File: config.mk
export PLATFORM = sky130hd
export DESIGN_NAME = mbc3_controller
export DESIGN_NICKNAME = d
export VERILOG_FILES = /design/src/rtl/mbc3_controller.sv
export SDC_FILE = /design/constraint.sdc
export NUM_CORES = 1
export LEC_CHECK = 0
export BUFFER_PORTS_ARGS = -buffer_cell sky130_fd_sc_hd__buf_2
export CORE_MARGIN = 2
export CORE_UTILIZATION = 37
export CTS_BUF_LIST = sky130_fd_sc_hd__clkbuf_4 sky130_fd_sc_hd__clkbuf_8 sky130_fd_sc_hd__clkbuf_16
export DETAILED_ROUTE_END_ITERATION = 6
export PLACE_DENSITY = 0.82
export SKIP_CTS_REPAIR_TIMING = 1
export SYNTH_ARGS = -nofsm -noshare
export SYNTH_HDL_FRONTEND = slang
export SYNTH_SLANG_ARGS = --single-unit
File: constraint.sdc
create_clock -name core_clk -period 1.3 [get_ports core_clk]
set_clock_uncertainty 0.15 [all_clocks]
set_input_delay 0.065 -clock core_clk [delete_from_list [all_inputs] [get_ports core_clk]]
set_output_delay 0.065 -clock core_clk [all_outputs]
set_load 0.01 [all_outputs]
File: src/rtl/mbc3_controller.sv
// MBC3 cartridge bank controller: ROM/RAM bank registers and address mapping.
// Define MBC3_RTC_EN to build the real-time clock; without it the RTC is absent.
module mbc3_controller #(
    parameter int ROM_ADDR_WIDTH    = 21,
    parameter int RAM_ADDR_WIDTH    = 15,
    parameter int RTC_TICKS_PER_SEC = 4194304
) (
    input  logic                      core_clk,
    input  logic                      reset,
    input  logic [15:0]               cpu_addr,
    input  logic [7:0]                cpu_data_in,
    input  logic                      cpu_wr,
    output logic [ROM_ADDR_WIDTH-1:0] rom_addr,
    output logic [RAM_ADDR_WIDTH-1:0] ram_addr,
    output logic                      ram_cs,
    output logic                      ram_we,
    output logic                      rtc_sel,
    output logic [7:0]                rtc_data_out,
    output logic [6:0]                rom_bank_dbg
);

    logic       ram_en_q, ram_en_d;
    logic [6:0] rom_bank_q, rom_bank_d;
    logic [3:0] bank_sel_q, bank_sel_d;
    logic       latch_prev_q, latch_prev_d;

    logic [2:0] region;
    logic       in_ram_win;
    logic       wr_latch;

    // Each 8 KiB slice of the address map is one register or window.
    assign region     = cpu_addr[15:13];
    assign in_ram_win = (region == 3'd5);
    assign wr_latch   = cpu_wr && (region == 3'd3);

    // NOTE: every always_comb output gets a default first so no latch is inferred.
    always_comb begin
        ram_en_d     = ram_en_q;
        rom_bank_d   = rom_bank_q;
        bank_sel_d   = bank_sel_q;
        latch_prev_d = latch_prev_q;
        if (cpu_wr) begin
            case (region)
                3'd0: ram_en_d   = (cpu_data_in[3:0] == 4'hA);
                3'd1: rom_bank_d = (cpu_data_in[6:0] == 7'h00) ? 7'h01 : cpu_data_in[6:0];
                3'd2: bank_sel_d = cpu_data_in[3:0];
                3'd3: latch_prev_d = (cpu_data_in == 8'h01);
                default: ;
            endcase
        end
    end

    // NOTE: sequential state uses non-blocking assignments so all flops update together.
    always_ff @(posedge core_clk or posedge reset) begin
        if (reset) begin
            ram_en_q     <= 1'b0;
            rom_bank_q   <= 7'h01;
            bank_sel_q   <= 4'h0;
            latch_prev_q <= 1'b1;
        end else begin
            ram_en_q     <= ram_en_d;
            rom_bank_q   <= rom_bank_d;
            bank_sel_q   <= bank_sel_d;
            latch_prev_q <= latch_prev_d;
        end
    end

    assign rom_addr     = (cpu_addr[15:14] == 2'b01) ? {rom_bank_q, cpu_addr[13:0]}
                                                     : {7'h00, cpu_addr[13:0]};
    assign ram_cs       = in_ram_win && ram_en_q && (bank_sel_q[3:2] == 2'b00);
    assign ram_addr     = {bank_sel_q[1:0], cpu_addr[12:0]};
    assign ram_we       = ram_cs && cpu_wr;
    assign rom_bank_dbg = rom_bank_q;

`ifdef MBC3_RTC_EN
    localparam int PRE_W = (RTC_TICKS_PER_SEC > 1) ? $clog2(RTC_TICKS_PER_SEC) : 1;
    localparam logic [PRE_W-1:0] PRE_MAX = PRE_W'(RTC_TICKS_PER_SEC - 1);

    typedef struct packed {
        logic       carry;
        logic       halt;
        logic [8:0] day;
        logic [4:0] hr;
        logic [5:0] min;
        logic [5:0] sec;
    } rtc_t;

    rtc_t             live_q, live_d, lat_q, lat_d;
    logic [PRE_W-1:0] pre_q, pre_d;
    logic             rtc_access, rtc_wr, latch_fire;
    logic [7:0]       rtc_byte;

    assign rtc_access = in_ram_win && ram_en_q && (bank_sel_q >= 4'h8) && (bank_sel_q <= 4'hC);
    assign rtc_wr     = rtc_access && cpu_wr;
    assign latch_fire = wr_latch && (cpu_data_in == 8'h01) && !latch_prev_q;

    always_comb begin
        live_d = live_q;
        lat_d  = lat_q;
        pre_d  = pre_q;
        if (!live_q.halt) begin
            if (pre_q == PRE_MAX) begin
                pre_d       = '0;
                live_d.sec  = live_q.sec + 6'd1;
                if (live_q.sec == 6'd59) begin
                    live_d.sec = '0;
                    live_d.min = live_q.min + 6'd1;
                    if (live_q.min == 6'd59) begin
                        live_d.min = '0;
                        live_d.hr  = live_q.hr + 5'd1;
                        if (live_q.hr == 5'd23) begin
                            live_d.hr  = '0;
                            live_d.day = live_q.day + 9'd1;
                            if (live_q.day == 9'd511) live_d.carry = 1'b1;
                        end
                    end
                end
            end else begin
                pre_d = pre_q + 1'b1;
            end
        end
        // The CPU write is applied after the tick so it overrides the same field.
        if (rtc_wr) begin
            case (bank_sel_q[2:0])
                3'd0: begin
                    live_d.sec = cpu_data_in[5:0];
                    pre_d      = '0;
                end
                3'd1: live_d.min      = cpu_data_in[5:0];
                3'd2: live_d.hr       = cpu_data_in[4:0];
                3'd3: live_d.day[7:0] = cpu_data_in;
                3'd4: begin
                    live_d.carry  = cpu_data_in[7];
                    live_d.halt   = cpu_data_in[6];
                    live_d.day[8] = cpu_data_in[0];
                end
                default: ;
            endcase
        end
        if (latch_fire) lat_d = live_q;
    end

    always_ff @(posedge core_clk or posedge reset) begin
        if (reset) begin
            live_q <= '0;
            lat_q  <= '0;
            pre_q  <= '0;
        end else begin
            live_q <= live_d;
            lat_q  <= lat_d;
            pre_q  <= pre_d;
        end
    end

    always_comb begin
        case (bank_sel_q[2:0])
            3'd0:    rtc_byte = {2'b00, lat_q.sec};
            3'd1:    rtc_byte = {2'b00, lat_q.min};
            3'd2:    rtc_byte = {3'b000, lat_q.hr};
            3'd3:    rtc_byte = lat_q.day[7:0];
            3'd4:    rtc_byte = {lat_q.carry, lat_q.halt, 5'b00000, lat_q.day[8]};
            default: rtc_byte = 8'h00;
        endcase
    end

    assign rtc_sel      = rtc_access;
    assign rtc_data_out = rtc_access ? rtc_byte : 8'hFF;
`else
    assign rtc_sel      = 1'b0;
    assign rtc_data_out = 8'hFF;
`endif

endmodule

== Word level (Yosys, flattened, before mapping) ==
Cells that the tools add are included.

* Bits in registers: 12

* Mux-type cells: 2
* Equal/unequal tests: 5
* Reductions and logical operators: 9

{| class="wikitable"
|+ Operators by type and width
! kind !! number
|-
| 21-bit two-way mux || 1
|-
| 7-bit logical NOT || 1
|-
| 7-bit two-way mux || 1
|-
| 2-bit AND reduction || 3
|-
| 4-bit equality test (second input constant) || 1
|-
| 3-bit by 1-bit equality test with 1-bit output (second input constant) || 1
|-
| 3-bit by 2-bit equality test with 1-bit output (second input constant) || 1
|-
| 3-bit equality test (second input constant) || 1
|-
| 1-bit logical AND || 3
|-
| 3-bit logical NOT || 1
|-
| 2-bit by 1-bit equality test with 1-bit output (second input constant) || 1
|-
| 2-bit logical NOT || 1
|}

== Logic depth before layout (Yosys ltp) ==
Gate-level depths: netlist of run 1.

* Depth in word-level cells: 4
* Mapped depth: 4
* Mapped depth without buffers: 3

== Least setup slack after synthesis of run 1 ==
Ideal clock, no wire load.

* Path type: register to output
* Start point: register bank_sel_q[2]
* End point: output port ram_we
* Data required time: 1.085 ns
* Cell stages (with the launch flop): 4
* Path slack: -0.043 ns
* Buffers on the path: 0
* Data arrival time: 1.128 ns
* Cell sequence: dfrtp_1 -> nand4bb_1 -> nor3b_1 -> and2_1

* Word-level cells in the longest chain between the ends: 3

{| class="wikitable"
|+ RTL lines
! what !! line !! text
|-
| start, declared || 24 || <nowiki>logic [3:0] bank_sel_q, bank_sel_d;</nowiki>
|-
| start signal, assigned || 63 || <nowiki>bank_sel_q <= bank_sel_d;</nowiki>
|-
| 2-bit logical NOT || 70 || <nowiki>assign ram_cs = in_ram_win && ram_en_q && (bank_sel_q[3:2] == 2'b00);</nowiki>
|-
| 1-bit logical AND || 70 ||
|-
| named net ram_cs || 15 || <nowiki>output logic ram_cs,</nowiki>
|-
| 1-bit logical AND || 72 || <nowiki>assign ram_we = ram_cs && cpu_wr;</nowiki>
|-
| end, declared || 16 || <nowiki>output logic ram_we,</nowiki>
|}

The timed path passes the listed nets, and every way through them passes these cells.

== Worst setup path in the final report of run 1 ==
* Start point: register bank_sel_q[2]
* End point: output port ram_we

* Word-level cells in the longest chain between the ends: 3

{| class="wikitable"
|+ RTL lines
! what !! line
|-
| 2-bit logical NOT || 70
|-
| 1-bit logical AND || 70
|-
| 1-bit logical AND || 72
|}

Every way passes these cells.

==> flow_summary.json, run 1 <==
{
  "outcome": "finished, violations left",
  "violations": "negative hold slack, negative setup slack",
  "die-area_um2": 2850,
  "antenna_found_initial": 0,
  "hold_class": "in -> reg",
  "avgSynthCellArea_um2": 10.5,
  "insertion_delay_ns": 0.27,
  "synth.ff_latch_count": 12,
  "power.leakage_uw": 0.000563,
  "ys_warn_count": 0,
  "critical_path.max_stage_delay_ns": 0.39,
  "met1_usage_pct": 14.8,
  "synth.largest_area_cell": "buf_4",
  "gp_congestion": 0.733,
  "ios": 81,
  "cts_tree": "built",
  "syn2layout_area_growth_pct": 24.1,
  "first_pass_iters": 3,
  "synth_top_area_share_pct": 31.6,
  "final_cell_mix": "buf_2 (30), dlygate4sd3_1 (22), dfrtp_1 (11), conb_1 (9)",
  "cts_buffer_depth": 2,
  "grt_pass1_vias": 518,
  "core-area_um2": 2250,
  "drive_gt1_share_pct": 46.0,
  "fin_crit_sh_pct": 117,
  "nets": 141,
  "grt_pass1_wl_um": 2480,
  "dpl_cell_area_um2": 856,
  "fmax_mhz": 657,
  "irDropWorstVdd_v": 0.000683,
  "worstPathRequired_ns": 1.09,
  "vias": 639,
  "layout_commonest_cell": "buf_2",
  "htree_num_levels": 1,
  "final_util_pct": 49.7,
  "clkTransAtPathRegs_ns": 0.08,
  "use_met2_pct": 20.0,
  "viasPerCell": 4.53,
  "fp.dieH_um": 53.4,
  "initial_core_util_pct": 40.1,
  "diodes": 0,
  "wl_um": 1880,
  "yosysUniqueCellTypes": 22,
  "rsz0062_at_grt": "yes",
  "numClockSinks": 12,
  "fin_crit_ns": 1.52,
  "die_w_um": 53.4,
  "post_drt_wl_per_cell_um": 13.3,
  "critPathMaxFanout": 2,
  "arrival_ns": 1.31,
  "crit_slowest_cell": "dfrtp_1",
  "final.setup.worst_slack_ns": -0.221,
  "final-setup-viol-count": 3,
  "cts_made_buffers": 3,
  "num_rows": 17,
  "multi_input_area_um2": 335,
  "startpoint_type": "flop",
  "drc_errors": 0,
  "final_antenna_net_count": 0,
  "crit_path_end_kind": "primary output",
  "critical_path_class": "reg -> out",
  "slew_viol_final": 0,
  "ys_seq_area_share_pct": 33.4,
  "drt_iter0_drc": 10,
  "met3_usage_pct": 4.80,
  "whs_ns": -0.0190,
  "busiest_layer": "met2",
  "fin_area_um2": 1120,
  "portBuffers": 31,
  "place_hpwl_um": 1290,
  "register_area_um2": 302,
  "overflow": 0,
  "netlist_area_um2": 903,
  "setup_tns_ns": -0.383,
  "grt_max_degree": 13,
  "yosys-top-cells-area": "buf_4 (32%), dfrtp_1 (30%), mux2_4 (10%)",
  "hold_viol": 1,
  "maxCapViolCount": 0,
  "total_power_uw": 1210,
  "synthCells": 86,
  "cts-root-buf": "clkbuf_4",
  "pwr_density_cell_nw_per_um2": 1080,
  "nFillCells": 223,
  "track_usage_pct": 12.7,
  "crit_chain": "nand4bb_1 -> nor3b_2 -> and2_1 -> buf_2"
}
## registers in the layout (all words and copies together), names as in the netlist
register and count:
rom_bank_dbg 7, ram_en_q 1, bank_sel_q 4
## logic make-up (layout without fill, tap and decap cells)
kind of cell / count (synthesis) / in the layout / synth area share [%]
multiplexers: 10 / 10 / 15.0
other: 2 / 9 / 0.831
AO/OA/AOI/OAI: 3 / 3 / 1.66
flip-flops: 12 / 12 / 33.4
AND/OR/NAND/NOR: 19 / 19 / 15.9
buffers and inverters: 40 / 60 / 33.2
## layer usage
layer	vias up	routed length [µm]
met5	-	0
met4	0	24
met3	5	199
met2	49	962
met1	298	689
li1	287	-
## critical path: cells and delay by family (launching register included)
kind,cells,cell delay [ns]
buffers and inverters,1,0.12
AND/OR/NAND/NOR,3,0.53
flip-flops,1,0.39
## report_power, final
group	internal (µW)	total (µW)	switching, µW
sequential	455	504	49.3
combinational	219	400	182
clock	170	303	132
## area by class of cell
class                           instances  share of cell area [%]
Multi-Input combinational cell         41                    29.9
Sequential cell                        12                    26.9
Timing Repair Buffer                   55                    36.5
Inverter                                1                   0.335
Tap cell                               28                    3.12
Clock buffer                            4                    3.24
## worst paths after layout
check                                            startpoint                           to  slack, ns  cells after the start
worst max-delay path              bank_sel_q[2]$_DFFE_PP0P_                       ram_we      -0.22                      4
worst min-delay path                           cpu_addr[14]         ram_en_q$_DFFE_PP0P_      -0.02                      3
worst max register to register  rom_bank_dbg[0]$_DFFE_PP1P_  rom_bank_dbg[0]$_DFFE_PP1P_       0.35                      2
worst min register to register         ram_en_q$_DFFE_PP0P_         ram_en_q$_DFFE_PP0P_       0.34                      2
max in group asynchronous                             reset  rom_bank_dbg[0]$_DFFE_PP1P_       0.46                      3
min in group asynchronous                             reset  rom_bank_dbg[6]$_DFFE_PP0P_       0.19                      3
## synth_stat cells
| library cell | number |
|---|---|
| buf_4 | 38 |
| dfrtp_1 | 11 |
| and2_1 | 7 |
| mux2_4 | 6 |
| mux2_2 | 4 |
| a21oi_1 | 2 |
| conb_1 | 2 |
| nor2_1 | 2 |
| and2_2 | 1 |
| and3b_1 | 1 |
| and4bb_1 | 1 |
| buf_6 | 1 |
| dfstp_2 | 1 |
| inv_1 | 1 |
| nand2_1 | 1 |
| nand4bb_1 | 1 |
| nor2b_4 | 1 |
| nor3b_1 | 1 |
| nor4_1 | 1 |
| o21ai_1 | 1 |
| or4b_1 | 1 |
| or4bb_1 | 1 |
## through the flow
stage / std cells / setup WS, ns
2_1_floorplan: 93 / 0.0662
3_3_place_gp: 115 / 0.0809
3_5_place_dp: 115 / 0.0355
4_1_cts: 119 / -0.274
5_1_grt: 141 / -0.346
6_report: 141 / -0.221
Note: power is estimated with default switching activity, not from simulation.
==> run 2: changes to the inputs <==
Settings changed: PLACE_DENSITY 0.82 to unset, PLACE_DENSITY_LB_ADDON set to 0.05.
==> run 2 against run 1 <==
Net effect: the flow still finishes with violations (negative hold slack, negative setup slack); critical path depth unchanged; wire length decreased by 14%; worst hold slack got worse by 0.0065 ns; clock power decreased by 6%; total power decreased by 2.9%; worst setup slack improved by 0.040 ns.
==> flow_summary.json, run 2 (synthesized netlist as in run 1, its figures left out) <==
{
  "outcome": "finished, violations left",
  "violations": "negative hold slack, negative setup slack",
  "hold_class": "in -> reg",
  "worstPathRequired_ns": 1.09,
  "hold_viol": 1,
  "htree_num_levels": 1,
  "cp_num_buf_inv": 1,
  "portBuffers": 31,
  "insertion_delay_ns": 0.27,
  "ios": 81,
  "core-area_um2": 2250,
  "power.leakage_uw": 0.000556,
  "irDropWorstVdd_v": 0.000633,
  "fp.dieH_um": 53.4,
  "slew_viol_final": 0,
  "r2r_slack_ns": 0.37,
  "r2r_start": "rom_bank_dbg[1]$_DFFE_PP0P_",
  "crit_family": "simple AND/OR/NAND/NOR gates",
  "multi_input_area_um2": 333,
  "critPathMaxFanout": 2,
  "final_cell_mix": "buf_2 (31), dlygate4sd3_1 (21), dfrtp_1 (11), conb_1 (9), and2_1 (7)",
  "post_drt_wl_per_cell_um": 11.6,
  "grt_max_degree": 13,
  "clkTransAtPathRegs_ns": 0.07,
  "critical_path.max_stage_delay_ns": 0.38,
  "drt_iter0_drc": 6,
  "fmax_mhz": 675,
  "maxCapViolCount": 0,
  "fin_crit_ns": 1.48,
  "overflow": 0,
  "total_power_uw": 1170,
  "rr_worst_depth": 1,
  "crit_slowest_cell": "dfrtp_1",
  "final_util_pct": 48.9,
  "arrival_ns": 1.27,
  "place_hpwl_um": 1190,
  "die-area_um2": 2850,
  "whs_ns": -0.0254,
  "first_pass_iters": 2,
  "vias": 618,
  "drc_errors": 0,
  "rsz0062_at_grt": "yes",
  "pwr_density_cell_nw_per_um2": 1060,
  "cts_tree": "built",
  "antenna_found_initial": 0,
  "grt_pass1_wl_um": 2110,
  "cts_made_buffers": 3,
  "layout_commonest_cell": "buf_2",
  "crit_chain": "nand4bb_1 -> nor3b_2 -> and2_1 -> buf_2",
  "largest_reg_flops": 7,
  "track_usage_pct": 10.7,
  "crit_path_end_kind": "primary output",
  "syn2layout_area_growth_pct": 22.0,
  "startpoint": "bank_sel_q[2]$_DFFE_PP0P_",
  "fin_crit_sh_pct": 114,
  "gp_congestion": 0.635,
  "grt_pass1_vias": 473,
  "nets": 140,
  "num_rows": 17,
  "diodes": 0,
  "final.setup.worst_slack_ns": -0.182,
  "cts_buffer_depth": 2,
  "register_area_um2": 302,
  "initial_core_util_pct": 40.1,
  "viasPerCell": 4.41,
  "numClockSinks": 12,
  "drive_gt1_share_pct": 45.5,
  "final-setup-viol-count": 3,
  "nFillCells": 230,
  "cts-root-buf": "clkbuf_4",
  "worstSetupPathDepth": 4,
  "critical_path_class": "reg -> out",
  "wl_um": 1620,
  "regToRegEndpoint": "rom_bank_dbg[1]$_DFFE_PP0P_",
  "endpoint": "ram_we",
  "startpoint_type": "flop",
  "die_w_um": 53.4,
  "final_antenna_net_count": 0
}
[run 2: cell types whose count changed in the layout (fill, tap and decap cells not counted)]
| cell | previous run | this run |
|---|---|---|
| buf_6 | 1 | 0 |
| and2_4 | 1 | 0 |
| and2_1 | 6 | 7 |
| dlygate4sd3_1 | 22 | 21 |
| buf_2 | 30 | 31 |
[run 2: cell type report]
| class | instances | share of cell area, % |
|---|---|---|
| repair buffers | 54 | 35.6 |
| multi-input cells | 41 | 30.2 |
| flip-flops and latches | 12 | 27.4 |
| inverters | 1 | 0.341 |
| clock buffers | 4 | 3.29 |
| well taps | 28 | 3.18 |
[run 2: layer usage]
layer | vias up | global-route usage, % | routed length [µm]
met5 | - | 0 | 0
met4 | 0 | 5.56 | 6
met3 | 2 | 5.65 | 184
met2 | 47 | 15.4 | 776
met1 | 281 | 12.6 | 652
li1 | 288 | - | -
[run 2: power breakdown]
group	leakage (µW)	switching, µW	internal (µW)	total (µW)
Clock	0.0000210	114	170	284
Sequential	0.000144	48.5	455	504
Combinational	0.000391	172	211	384
Total	0.000556	335	837	1170
[run 2: stage by stage]
stage	hold slack, ns	setup TNS, ns	setup slack [ns]	cell area (µm²)	instances
final	-0.0254	-0.323	-0.182	1100	140
after detailed placement	-0.0335	0	0.0639	856	115
after global placement	-0.0438	0	0.0626	856	115
after global routing	0.000404	-0.487	-0.251	1100	140
after CTS	-0.338	-0.389	-0.246	892	119
after floorplan	-0.221	0	0.0662	935	93
[run 2: worst min-delay path by stage]
stage	start	endpoint	slack [ns]	depth (start not counted)
floorplan	reset	bank_sel_q[0]$_DFFE_PP0P_	-0.22	1
global placement	reset	rom_bank_dbg[4]$_DFFE_PP0P_	-0.04	2
detailed placement	reset	rom_bank_dbg[4]$_DFFE_PP0P_	-0.03	2
CTS	reset	rom_bank_dbg[4]$_DFFE_PP0P_	-0.34	2
global route	cpu_addr[14]	ram_en_q$_DFFE_PP0P_	0.0004	3
finish	cpu_addr[14]	ram_en_q$_DFFE_PP0P_	-0.03	3
